==> src/rtl/bitstream_cfi_flash_writer_pkg.sv <==
// Shared constants for the CFI flash writer: AMD command bytes, unlock
// addresses, FSM state encoding and the command-step lookup helpers.
package bitstream_cfi_flash_writer_pkg;

  localparam logic [7:0]  CMD_UNLOCK1     = 8'hAA;
  localparam logic [7:0]  CMD_UNLOCK2     = 8'h55;
  localparam logic [7:0]  CMD_PROGRAM     = 8'hA0;
  localparam logic [7:0]  CMD_ERASE_SETUP = 8'h80;
  localparam logic [7:0]  CMD_CHIP_ERASE  = 8'h10;
  localparam logic [21:0] ADDR_UNLOCK1    = 22'h555;
  localparam logic [21:0] ADDR_UNLOCK2    = 22'h2AA;

  typedef enum logic [2:0] {
    ST_IDLE,
    ST_PROG_CMD,
    ST_ERASE_CMD,
    ST_POLL,
    ST_ERROR
  } state_t;

  // Data byte for command step 'step'; program uses steps 0..3, erase 0..5.
  function automatic logic [7:0] cmd_data(input logic erase, input logic [2:0] step,
                                          input logic [7:0] data_byte);
    case (step)
      3'd0:    cmd_data = CMD_UNLOCK1;
      3'd1:    cmd_data = CMD_UNLOCK2;
      3'd2:    cmd_data = erase ? CMD_ERASE_SETUP : CMD_PROGRAM;
      3'd3:    cmd_data = erase ? CMD_UNLOCK1 : data_byte;
      3'd4:    cmd_data = CMD_UNLOCK2;
      3'd5:    cmd_data = CMD_CHIP_ERASE;
      default: cmd_data = 8'h00;
    endcase
  endfunction

  // Bus address for command step 'step'; the program data lands at prog_addr.
  function automatic logic [21:0] cmd_addr(input logic erase, input logic [2:0] step,
                                           input logic [21:0] prog_addr);
    case (step)
      3'd0:    cmd_addr = ADDR_UNLOCK1;
      3'd1:    cmd_addr = ADDR_UNLOCK2;
      3'd2:    cmd_addr = ADDR_UNLOCK1;
      3'd3:    cmd_addr = erase ? ADDR_UNLOCK1 : prog_addr;
      3'd4:    cmd_addr = ADDR_UNLOCK2;
      3'd5:    cmd_addr = ADDR_UNLOCK1;
      default: cmd_addr = 22'h0;
    endcase
  endfunction

endpackage

==> src/rtl/bitstream_cfi_flash_writer_bus_cycle.sv <==
// One flash bus transaction (write or poll read) with registered strobes.
// A start accepted in the final clock of a cycle chains the next cycle
// without a dead clock, so command writes run back to back.
module cfi_bus_cycle #(
  parameter int WritePeriod = 3,
  parameter int ReadPeriod  = 3
) (
  input  logic        clk,
  input  logic        rst_n,
  input  logic        start,
  input  logic        rd,
  input  logic [21:0] addr,
  input  logic [7:0]  wdata,
  input  logic [7:0]  flash_data_in,
  output logic [21:0] flash_addr,
  output logic [7:0]  flash_data_out,
  output logic        flash_data_oe,
  output logic        flash_ce_n,
  output logic        flash_oe_n,
  output logic        flash_we_n,
  output logic [7:0]  rd_data,
  output logic        done
);

  localparam logic [7:0] WrLast    = 8'(WritePeriod + 2);
  localparam logic [7:0] WrDrvLast = 8'(WritePeriod + 1);
  localparam logic [7:0] WeLast    = 8'(WritePeriod);
  localparam logic [7:0] RdLast    = 8'(ReadPeriod + 1);
  localparam logic [7:0] RdStrLast = 8'(ReadPeriod);

  logic       active, rd_q, launch;
  logic [7:0] cnt;
  logic       nxt_active, nxt_rd;
  logic [7:0] nxt_cnt;
  logic       ce_d, oe_d, we_d, doe_d;

  assign done   = active && (rd_q ? (cnt == RdLast) : (cnt == WrLast));
  assign launch = start && (!active || done);

  // Next phase of the cycle and the strobe levels that phase requires.
  always_comb begin
    nxt_active = active;
    nxt_cnt    = cnt;
    nxt_rd     = rd_q;
    ce_d       = 1'b1;
    oe_d       = 1'b1;
    we_d       = 1'b1;
    doe_d      = 1'b0;
    if (launch) begin
      nxt_active = 1'b1;
      nxt_cnt    = 8'd0;
      nxt_rd     = rd;
    end else if (done) begin
      nxt_active = 1'b0;
    end else if (active) begin
      nxt_cnt = cnt + 8'd1;
    end
    if (nxt_active) begin
      if (nxt_rd) begin
        if (nxt_cnt <= RdStrLast) begin
          ce_d = 1'b0;
          oe_d = 1'b0;
        end
      end else begin
        if (nxt_cnt <= WrDrvLast) begin
          ce_d  = 1'b0;
          doe_d = 1'b1;
        end
        if (nxt_cnt >= 8'd1 && nxt_cnt <= WeLast) we_d = 1'b0;
      end
    end
  end

  // Phase counter, registered strobes, bus latches and read sampling.
  always_ff @(posedge clk or negedge rst_n) begin
    if (!rst_n) begin
      active         <= 1'b0;
      rd_q           <= 1'b0;
      cnt            <= 8'd0;
      flash_ce_n     <= 1'b1;
      flash_oe_n     <= 1'b1;
      flash_we_n     <= 1'b1;
      flash_data_oe  <= 1'b0;
      flash_addr     <= 22'h0;
      flash_data_out <= 8'h00;
      rd_data        <= 8'h00;
    end else begin
      active        <= nxt_active;
      rd_q          <= nxt_rd;
      cnt           <= nxt_cnt;
      flash_ce_n    <= ce_d;
      flash_oe_n    <= oe_d;
      flash_we_n    <= we_d;
      flash_data_oe <= doe_d;
      if (launch) begin
        flash_addr <= addr;
        if (!rd) flash_data_out <= wdata;
      end
      if (active && rd_q && cnt == RdStrLast) rd_data <= flash_data_in;
    end
  end

endmodule

==> src/rtl/bitstream_cfi_flash_writer.sv <==
// Programs a byte stream into AMD-command-set CFI NOR flash at sequential
// addresses, with optional chip erase; completion is detected by DQ7 polling.
module bitstream_cfi_flash_writer
  import bitstream_cfi_flash_writer_pkg::*;
#(
  parameter int WritePeriod  = 3,
  parameter int ReadPeriod   = 3,
  parameter int TimeoutPolls = 65535
) (
  input  logic        clk,
  input  logic        rst_n,
  input  logic        erase_req,
  input  logic        wr_valid,
  input  logic [7:0]  wr_data,
  output logic        wr_ready,
  output logic        busy,
  output logic        error,
  output logic        mem_full,
  output logic [21:0] prog_addr,
  output logic [21:0] flash_addr,
  input  logic [7:0]  flash_data_in,
  output logic [7:0]  flash_data_out,
  output logic        flash_data_oe,
  output logic        flash_ce_n,
  output logic        flash_oe_n,
  output logic        flash_we_n,
  output logic        flash_rst_n
);

  localparam logic [15:0] PollLimit = 16'(TimeoutPolls);
  localparam logic [21:0] AddrLast  = 22'h3FFFFF;

  state_t      state_q, state_d;
  logic [2:0]  step_q, step_d;
  logic [7:0]  data_q, data_d;
  logic [21:0] prog_addr_q, prog_addr_d;
  logic        mem_full_q, mem_full_d;
  logic [15:0] poll_cnt_q, poll_cnt_d;
  logic        dq5_q, dq5_d;
  logic        erase_q, erase_d;

  logic        bus_start, bus_rd, bus_done;
  logic [21:0] bus_addr;
  logic [7:0]  bus_wdata, bus_rd_data;
  logic        handshake, poll_match;
  logic [2:0]  step_next, step_final;
  logic        unused_rd_bits;

  assign error       = (state_q == ST_ERROR);
  assign busy        = (state_q == ST_PROG_CMD) || (state_q == ST_ERASE_CMD) || (state_q == ST_POLL);
  assign wr_ready    = (state_q == ST_IDLE) && !mem_full_q && !error && !erase_req;
  assign handshake   = wr_valid && wr_ready;
  assign mem_full    = mem_full_q;
  assign prog_addr   = prog_addr_q;
  assign flash_rst_n = rst_n;
  assign step_next   = step_q + 3'd1;
  assign step_final  = erase_q ? 3'd5 : 3'd3;
  assign poll_match  = erase_q ? bus_rd_data[7] : (bus_rd_data[7] == data_q[7]);
  assign unused_rd_bits = ^{bus_rd_data[6], bus_rd_data[4:0]};

  cfi_bus_cycle #(
    .WritePeriod(WritePeriod),
    .ReadPeriod (ReadPeriod)
  ) u_bus (
    .clk           (clk),
    .rst_n         (rst_n),
    .start         (bus_start),
    .rd            (bus_rd),
    .addr          (bus_addr),
    .wdata         (bus_wdata),
    .flash_data_in (flash_data_in),
    .flash_addr    (flash_addr),
    .flash_data_out(flash_data_out),
    .flash_data_oe (flash_data_oe),
    .flash_ce_n    (flash_ce_n),
    .flash_oe_n    (flash_oe_n),
    .flash_we_n    (flash_we_n),
    .rd_data       (bus_rd_data),
    .done          (bus_done)
  );

  // Sequencer: issues command writes from the step counter, then polls DQ7.
  always_comb begin
    state_d     = state_q;
    step_d      = step_q;
    data_d      = data_q;
    prog_addr_d = prog_addr_q;
    mem_full_d  = mem_full_q;
    poll_cnt_d  = poll_cnt_q;
    dq5_d       = dq5_q;
    erase_d     = erase_q;
    bus_start   = 1'b0;
    bus_rd      = 1'b0;
    bus_addr    = 22'h0;
    bus_wdata   = 8'h00;
    case (state_q)
      ST_IDLE: begin
        if (erase_req || handshake) begin
          state_d   = erase_req ? ST_ERASE_CMD : ST_PROG_CMD;
          erase_d   = erase_req;
          if (!erase_req) data_d = wr_data;
          step_d    = 3'd0;
          bus_start = 1'b1;
          bus_addr  = ADDR_UNLOCK1;
          bus_wdata = CMD_UNLOCK1;
        end
      end
      ST_PROG_CMD, ST_ERASE_CMD: begin
        if (bus_done) begin
          bus_start = 1'b1;
          if (step_q == step_final) begin
            state_d    = ST_POLL;
            poll_cnt_d = 16'd0;
            dq5_d      = 1'b0;
            bus_rd     = 1'b1;
            bus_addr   = erase_q ? 22'h0 : prog_addr_q;
          end else begin
            step_d    = step_next;
            bus_addr  = cmd_addr(erase_q, step_next, prog_addr_q);
            bus_wdata = cmd_data(erase_q, step_next, data_q);
          end
        end
      end
      ST_POLL: begin
        if (bus_done) begin
          poll_cnt_d = poll_cnt_q + 16'd1;
          if (poll_match) begin
            state_d = ST_IDLE;
            if (erase_q) begin
              prog_addr_d = 22'h0;
              mem_full_d  = 1'b0;
            end else begin
              prog_addr_d = prog_addr_q + 22'd1;
              if (prog_addr_q == AddrLast) mem_full_d = 1'b1;
            end
          end else if (dq5_q || (poll_cnt_d == PollLimit)) begin
            state_d = ST_ERROR;
          end else begin
            dq5_d     = bus_rd_data[5];
            bus_start = 1'b1;
            bus_rd    = 1'b1;
            bus_addr  = erase_q ? 22'h0 : prog_addr_q;
          end
        end
      end
      ST_ERROR: state_d = ST_ERROR;
      default:  state_d = ST_IDLE;
    endcase
  end

  // State and datapath registers; reset abandons any flash operation at once.
  always_ff @(posedge clk or negedge rst_n) begin
    if (!rst_n) begin
      state_q     <= ST_IDLE;
      step_q      <= 3'd0;
      data_q      <= 8'h00;
      prog_addr_q <= 22'h0;
      mem_full_q  <= 1'b0;
      poll_cnt_q  <= 16'd0;
      dq5_q       <= 1'b0;
      erase_q     <= 1'b0;
    end else begin
      state_q     <= state_d;
      step_q      <= step_d;
      data_q      <= data_d;
      prog_addr_q <= prog_addr_d;
      mem_full_q  <= mem_full_d;
      poll_cnt_q  <= poll_cnt_d;
      dq5_q       <= dq5_d;
      erase_q     <= erase_d;
    end
  end

endmodule
==> config.mk <==
export PLATFORM = sky130hd
export DESIGN_NAME = bitstream_cfi_flash_writer
export DESIGN_NICKNAME = d
export VERILOG_FILES = /design/src/rtl/bitstream_cfi_flash_writer_pkg.sv /design/src/rtl/bitstream_cfi_flash_writer_bus_cycle.sv /design/src/rtl/bitstream_cfi_flash_writer.sv
export SDC_FILE = /design/constraint.sdc
export NUM_CORES = 1
export LEC_CHECK = 0
export ABC_AREA = 1
export CAP_MARGIN = 40
export CORE_MARGIN = 2
export CORE_UTILIZATION = 25
export CTS_CLUSTER_DIAMETER = 30
export DETAILED_ROUTE_END_ITERATION = 7
export HOLD_SLACK_MARGIN = 0.06
export PLACE_DENSITY = 0.46
export SLEW_MARGIN = 20
export SYNTH_ARGS = -nofsm -noshare
export SYNTH_HDL_FRONTEND = slang
export SYNTH_SLANG_ARGS = --single-unit
==> constraint.sdc <==
create_clock -name clk -period 4.65 [get_ports clk]
set_input_delay 0.93 -clock clk [delete_from_list [all_inputs] [get_ports clk]]
set_output_delay 0.93 -clock clk [all_outputs]
set_load 0.02 [all_outputs]
==> summary.md, run 1 <==
| Metric | Value |
|---|---|
| Max-Slew Margin vs Limit | `a little over half` |
| Critical path arrival | `2290 ps` |
| Most frequent cells in the layout | `143 x nand2_1, 98 x dfrtp_1, 88 x inv_1, 74 x nor2_1, 73 x clkdlybuf4s50_1` |
| Vias | `approximately 4,600` |
| Sw Ratio | `41.2%` |
| Synth Register Bits | `about 100` |
| Met3 Resource Use GR | `under 10%` |
| WHS | `485 ps` |
| Aggregate global routing overflow | `0` |
| Die Y | `~150 um` |
| Worst Setup Start Kind | `input pin` |
| Setup WS pre-CTS | `between 1000 and 1500 ps` |
| Commonest non-fill, non-tap cell in the layout | `nand2_1` |
| TNS Setup | `0 ps` |
| Gate power share | `a little over two fifths` |
| Syn nets | `between 600 and 700` |
| H-tree depth | `3` |
| Vias in the first global route | `~4,500` |
| Num CTS Buffers | `9` |
| WP buf/inv | `2` |
| Cell Area, Synth | `roughly 5400 um^2` |
| Antenna-violating nets left | `0` |
| Largest net degree at the start of global routing | `54` |
| Clk sinks | `about 100` |
| I/O Pins | `81` |
| Post-synth EDFFs | `0` |
| Post-DP HPWL | `10,800 um` |
| Pwr Total | `around 3700 uW` |
| Final min period | `between 3000 and 4000 ps` |
| Final Setup Violations | `0` |
| Row cnt | `between 50 and 60` |
| Routed WL | `~15,000 um` |
| Worst slew pin tran | `710 ps` |
| Post-route cell area | `6770 um^2` |
| Hold-fix buffers at CTS | `0` |
| Ant. Diodes | `0` |
| Starting Density | `between 20% and 30%` |
| PnR worst setup slack | `around 1400 ps` |
| Post-CTS setup buffers | `0` |
| Hold path cells | `2` |
| Main synth FF type | `dfrtp_1` |
| Slowest CP cell | `clkdlybuf4s50_1` |
| Crit-path cells | `clkdlybuf4s50_1, nor3_4, clkdlybuf4s50_1` |
| First-pass GRT wire length | `approximately 24,000 um` |
| Routed WL per cell | `between 10 and 15 um` |
| Syn. warnings | `0` |
| Total Die Area | `between 20,000 and 25,000 um^2` |
| Final Cycle Share | `slightly below 70%` |
| Reg2reg end | `u_bus.flash_ce_n$_DFF_PN1_` |
| GP Congestion | `0.799` |
| Crit path capture type | `output port` |
| Switching power total | `1520 uW` |
| Max Slew Vio Count | `0` |
| Area of the core | `21,200 um^2` |
| Worst Setup SP | `erase_req` |
| HP Class | `register to register` |
| Final Hold Vio Count | `0` |
| Cell mode on critical path | `clkdlybuf4s50_1` |
| Worst Path Required | `3720 ps` |
| Cell depth of the worst flop-to-flop path | `14` |
| Synth Instances | `670` |
| Grt met1 use | `19.2%` |
| Worst path top cell family by delay | `buffers and inverters` |
| Sequential share of power | `36.0%` |
| Number of remaining DRC errors | `0` |
| Outcome | `complete, no violations` |
| Leak pwr | `slightly below 0.003 uW` |
| RSZ-0062 raised after global routing | `false` |
| Layout cells sized above 1 | `9.45%` |
| Final Skew | `13.0 ps` |
| Clock Path Buffers | `2` |
| FFs w/ async S/R, synth | `100%` |
| F_max | `between 300 and 400 MHz` |
| Cell internal pwr | `2160 uW` |
| Worst-path maximum fanout | `2` |
| Global routing's busiest layer | `met2` |
| Vias/cell | `4.44` |
| Initial antenna violation count | `0` |
| Worst path max stage delay | `roughly 640 ps` |
| Seq/Total Area, Yosys | `46.6%` |
| Max Cap Viol | `0` |
| DP Area | `~6500 um^2` |
| IO buf count | `74` |
| Clk pin slew, worst setup/hold paths | `around 60 ps` |
| Initial drt markers | `between 200 and 300` |
| Power Density | `around 540 nW/um^2` |
| WP depth | `3` |
| CTS root buf | `clkbuf_16` |
| Setup crit end | `wr_ready` |
| Clock Latency Late Sink | `roughly 360 ps` |
| Cell variety after synth | `48` |
| Layout net count | `around 780` |
| TritonCTS clock tree | `built` |
| Reg2reg setup slack | `1740 ps` |
| Post-CTS Resized | `0` |
| Met2 Resource Use GR | `between 20% and 30%` |
| Clk network pwr share | `roughly a fifth` |
| R2R Path Start | `poll_cnt_q[1]$_DFFE_PN0P_` |
| First-pass iteration count of the detailed router | `4` |
| Area delta synth->final | `24.5%` |
| VDD IR max | `about 0.23 mV` |
| GRT Resource Usage Total | `a little over an eighth` |
| WS Path Type | `input pin to output port` |
| Avg Inst Size Synth | `8.11 um^2` |
| Die Wd | `between 150 and 200 um` |
-- registers in the layout, summed over array words and instances, names as in the netlist --
signal                flops
u_bus.cnt                 8
u_bus.flash_oe_n          1
data_q                    8
u_bus.rd_q                1
u_bus.flash_we_n          1
dq5_q                     1
u_bus.active              1
u_bus.flash_addr         22
u_bus.rd_data             2
prog_addr                22
u_bus.flash_ce_n          1
mem_full                  1
poll_cnt_q               16
u_bus.flash_data_oe       1
state_q                   3
step_q                    3
erase_q                   1
u_bus.flash_data_out      8
-- cells in the mapped netlist (2+ instances only) --
library cell / count / area (um^2)
a221oi_1: 2 / 17.5
nor3_1: 10 / 50.1
nor2_2: 9 / 56.3
nand3_1: 37 / 185
o21a_1: 2 / 15.0
a41oi_1: 5 / 43.8
inv_1: 88 / 330
buf_6: 2 / 22.5
nand4_1: 9 / 56.3
o31ai_1: 2 / 15.0
nand2_2: 2 / 12.5
clkbuf_1: 4 / 15.0
a22o_1: 3 / 26.3
nor2_4: 3 / 33.8
nand3_2: 3 / 30.0
nor3_4: 3 / 48.8
nor4_1: 3 / 18.8
buf_2: 5 / 25.0
dfstp_2: 3 / 78.8
xor2_1: 5 / 43.8
dfrtp_1: 98 / 2450
o21ai_0: 63 / 315
o211ai_1: 2 / 15.0
o21ai_1: 5 / 25.0
mux2_2: 10 / 113
a31oi_1: 9 / 56.3
nand2_1: 143 / 537
nor3_2: 2 / 20.0
inv_4: 2 / 12.5
a21oi_1: 27 / 135
inv_2: 4 / 15.0
nand2_4: 5 / 56.3
ha_1: 9 / 113
xnor2_1: 3 / 26.3
nand3b_1: 2 / 15.0
nor2_1: 74 / 278
-- metal layers --
layer | share of wire, % | up-vias
met5 | 0 | -
met4 | 1.0 | 0
met3 | 3.4 | 13
met2 | 46 | 65
met1 | 50 | 2133
li1 | - | 2346
-- cell type report --
cell class / instances / area [um^2]
Clock inverter: 6 / 68.8
Sequential cell: 101 / 2530
Fill cell: 2254 / 14400
Tap cell: 275 / 344
Multi-Input combinational cell: 463 / 2470
Inverter: 94 / 358
Clock buffer: 10 / 229
Timing Repair Buffer: 77 / 761
-- cells by family (layout without fill, tap and decap cells) --
| group | count (synthesis) | in the layout | synth area share [%] |
|---|---|---|---|
| and+or+nand+nor | 310 | 310 | 26.6 |
| AOI/OAI and AO/OA | 126 | 126 | 13.5 |
| buffers and inverters | 106 | 187 | 7.88 |
| DFF | 101 | 101 | 46.6 |
| muxes | 10 | 10 | 2.07 |
| adders and majority gates | 9 | 9 | 2.07 |
| xor gates and xnor gates | 8 | 8 | 1.29 |
-- power by group through the flow --
stage / Clock (uW) / Sequential [uW] / Combinational (uW)
after global routing: 847 / 1360 / 1760
after detailed placement: 0 / 1340 / 1590
after CTS: 813 / 1330 / 1590
after floorplan: 0 / 1430 / 911
after global placement: 0 / 1340 / 1580
final: 785 / 1320 / 1570
-- how the worst min path moves through the flow --
stage                                           startpoint                                to
final                     u_bus.flash_addr[15]$_DFFE_PN0P_  u_bus.flash_addr[15]$_DFFE_PN0P_
after global routing                     dq5_q$_DFFE_PN0P_                 dq5_q$_DFFE_PN0P_
after CTS                 u_bus.flash_addr[15]$_DFFE_PN0P_  u_bus.flash_addr[15]$_DFFE_PN0P_
after detailed placement  u_bus.flash_addr[15]$_DFFE_PN0P_  u_bus.flash_addr[15]$_DFFE_PN0P_
after global placement    u_bus.flash_addr[16]$_DFFE_PN0P_  u_bus.flash_addr[16]$_DFFE_PN0P_
after floorplan                          dq5_q$_DFFE_PN0P_                 dq5_q$_DFFE_PN0P_
-- stage by stage --
stage	utilization (%)	instances
finish	32.0	1026
global route	32.0	1026
CTS	32.0	1026
detailed placement	30.6	1010
global placement	30.6	1010
floorplan	-	670
-- tightest hold or removal path, stage by stage (launching register included) --
cell and delay (ps):
dfrtp_1 350, nand2_1 50, nand2_1 50
Note: power is estimated with default switching activity, not from simulation.
==> run 2, diff against run 1 <==
==> constraint.sdc (replaced) <==
create_clock -name clk -period 3.4 [get_ports clk]
set_input_delay 0.68 -clock clk [delete_from_list [all_inputs] [get_ports clk]]
set_output_delay 0.68 -clock clk [all_outputs]
set_load 0.02 [all_outputs]
==> run 2 against run 1 <==
Non-clock buffer count rose by 7. Hold slack got worse by 120 ps. Power grew 39%. Largest cell class unchanged.
==> summary.md, run 2 (synthesized netlist as in run 1, its figures left out) <==
| Metric | Value |
|---|---|
| Outcome | `complete, no violations` |
| Die Y | `151 um (unchanged)` |
| Final Skew | `13.2 ps (+0.208 ps)` |
| Post-CTS Resized | `0 (unchanged)` |
| Cell Count, Final, Fillers Out | `1,033 (+0.68%)` |
| Worst Setup Start Kind | `input pin` |
| GRT Resource Usage Total | `13.7% (+0.10 points)` |
| Final Cycle Share | `around four fifths` |
| Initial antenna violation count | `0 (unchanged)` |
| Worst Setup SP | `erase_req` |
| Layout net count | `782 (+0.90%)` |
| R2R Path Start | `poll_cnt_q[0]$_DFFE_PN0P_` |
| Fillers | `2,227 (-1.2%)` |
| Pwr Total | `5100 uW (+39%)` |
| DP Cell Count | `1,017 (+0.69%)` |
| Post-DP HPWL | `11,000 um (+1.7%)` |
| First-pass GRT wire length | `24,200 um (+0.43%)` |
| Max Cap Viol | `0 (unchanged)` |
| Leak pwr | `0.00296 uW (+1.4%)` |
| Max Slew Vio Count | `0 (unchanged)` |
| Routed WL | `14,800 um (+0.76%)` |
| IO buf count | `74 (unchanged)` |
| Final Hold Vio Count | `0 (unchanged)` |
| Total Die Area | `22,900 um^2 (unchanged)` |
| Max-Slew Margin vs Limit | `53.8% (+1.1 points)` |
| Worst-path maximum fanout | `2 (unchanged)` |
| I/O Pins | `81 (unchanged)` |
| Antenna-violating nets left | `0 (unchanged)` |
| Vias/cell | `4.47 (+0.74%)` |
| Post-CTS setup buffers | `0 (unchanged)` |
| Row cnt | `53 (unchanged)` |
| Area of the core | `21,200 um^2 (unchanged)` |
| Aggregate global routing overflow | `0 (unchanged)` |
| Critical path arrival | `2050 ps (-240 ps)` |
| CTS root buf | `clkbuf_16` |
| F_max | `roughly 370 MHz` |
| Commonest non-fill, non-tap cell in the layout | `nand2_1` |
| RSZ-0062 raised after global routing | `false` |
| Clock Latency Late Sink | `360 ps (about the same)` |
| GP Congestion | `0.820 (+2.7%)` |
| Hold-fix buffers at CTS | `0 (unchanged)` |
| Worst slew pin tran | `686 ps (-24.4 ps)` |
| Die Wd | `151 um (unchanged)` |
| HP Class | `input pin to asynchronous set/reset pin` |
| Ant. Diodes | `0 (unchanged)` |
| WHS | `367 ps (-118 ps)` |
| Setup WS pre-CTS | `451 ps (-750 ps)` |
| Vias | `4,622 (+1.4%)` |
| Clk pin slew, worst setup/hold paths | `70 ps (about the same)` |
| VDD IR max | `0.337 mV (+45%)` |
| Worst Path Required | `2720 ps (-1000 ps)` |
| First-pass iteration count of the detailed router | `5 (+1)` |
| Most frequent cells in the layout | `143 x nand2_1, 98 x dfrtp_1, 88 x inv_1, 74 x nor2_1, 73 x clkdlybuf4s50_1` |
| WS Path Type | `input pin to output port` |
| Largest net degree at the start of global routing | `47 (-13%)` |
| Area delta synth->final | `26.1%` |
| Power Density | `744 nW/um^2 (+37%)` |
| Final Setup Violations | `0 (unchanged)` |
| Crit path capture type | `output port` |
| Initial drt markers | `233 (-11%)` |
| TNS Setup | `0 ps (unchanged)` |
| Final min period | `2730 ps` |
| Clock Path Buffers | `2 (unchanged)` |
| Num CTS Buffers | `9 (unchanged)` |
| Starting Density | `25.7% (unchanged)` |
| H-tree depth | `3 (unchanged)` |
| TritonCTS clock tree | `built` |
| Number of remaining DRC errors | `0 (unchanged)` |
| Clk sinks | `101 (unchanged)` |
| PnR worst setup slack | `673 ps (-756 ps)` |
| Vias in the first global route | `4,574 (+0.70%)` |
| Layout cells sized above 1 | `10.3% (+0.84 points)` |
| Routed WL per cell | `14.3 um (about the same)` |
-- run 2: final timing paths --
check | endpoint | slack (ps) | depth (start not counted)
setup / recovery | wr_ready | 670 | 3
hold / removal | u_bus.flash_data_oe$_DFF_PN0_ | 370 | 2
setup reg to reg | u_bus.flash_addr[0]$_DFFE_PN0P_ | 810 | 13
hold reg to reg | u_bus.flash_data_out[7]$_DFFE_PN0P_ | 490 | 2
max in group asynchronous | u_bus.flash_addr[16]$_DFFE_PN0P_ | 2030 | 4
min in group clk | u_bus.flash_data_out[7]$_DFFE_PN0P_ | 490 | 2
-- run 2: layer usage --
layer | share of wire [%] | global-route usage (%) | vias up
met5 | 0 | 0 | -
met4 | 1.1 | 3.41 | 0
li1 | - | - | 2374
met3 | 3.5 | 3.01 | 12
met2 | 45 | 21.3 | 76
met1 | 50 | 19.5 | 2160
-- run 2: area by class of cell --
| type | instances | area, um^2 | share of cell area (%) |
|---|---|---|---|
| tap | 275 | 344 | 5.02 |
| sequential | 101 | 2530 | 37.0 |
| clock inverter | 5 | 66.3 | 0.968 |
| inverter | 94 | 358 | 5.22 |
| clock buffer | 11 | 243 | 3.54 |
| multi-input combinational | 463 | 2470 | 36.1 |
| timing repair buffer | 84 | 833 | 12.2 |
-- run 2: worst max-delay path: stages --
cell and delay (ps):
clkdlybuf4s50_1 460, nor3_4 260, clkdlybuf4s50_1 650
-- run 2: where the power goes --
group	internal [uW]	switching [uW]	leakage, uW
clock	602	507	0.000148
combinational	864	1320	0.00150
sequential	1540	267	0.00132
-- run 2: stage by stage --
step           cell area [um^2]  util [%]
5_1_grt                    6850      32.4
3_5_place_dp               6540      30.9
3_3_place_gp               6510      30.8
2_1_floorplan              5430         -
4_1_cts                    6850      32.4
6_report                   6850      32.4
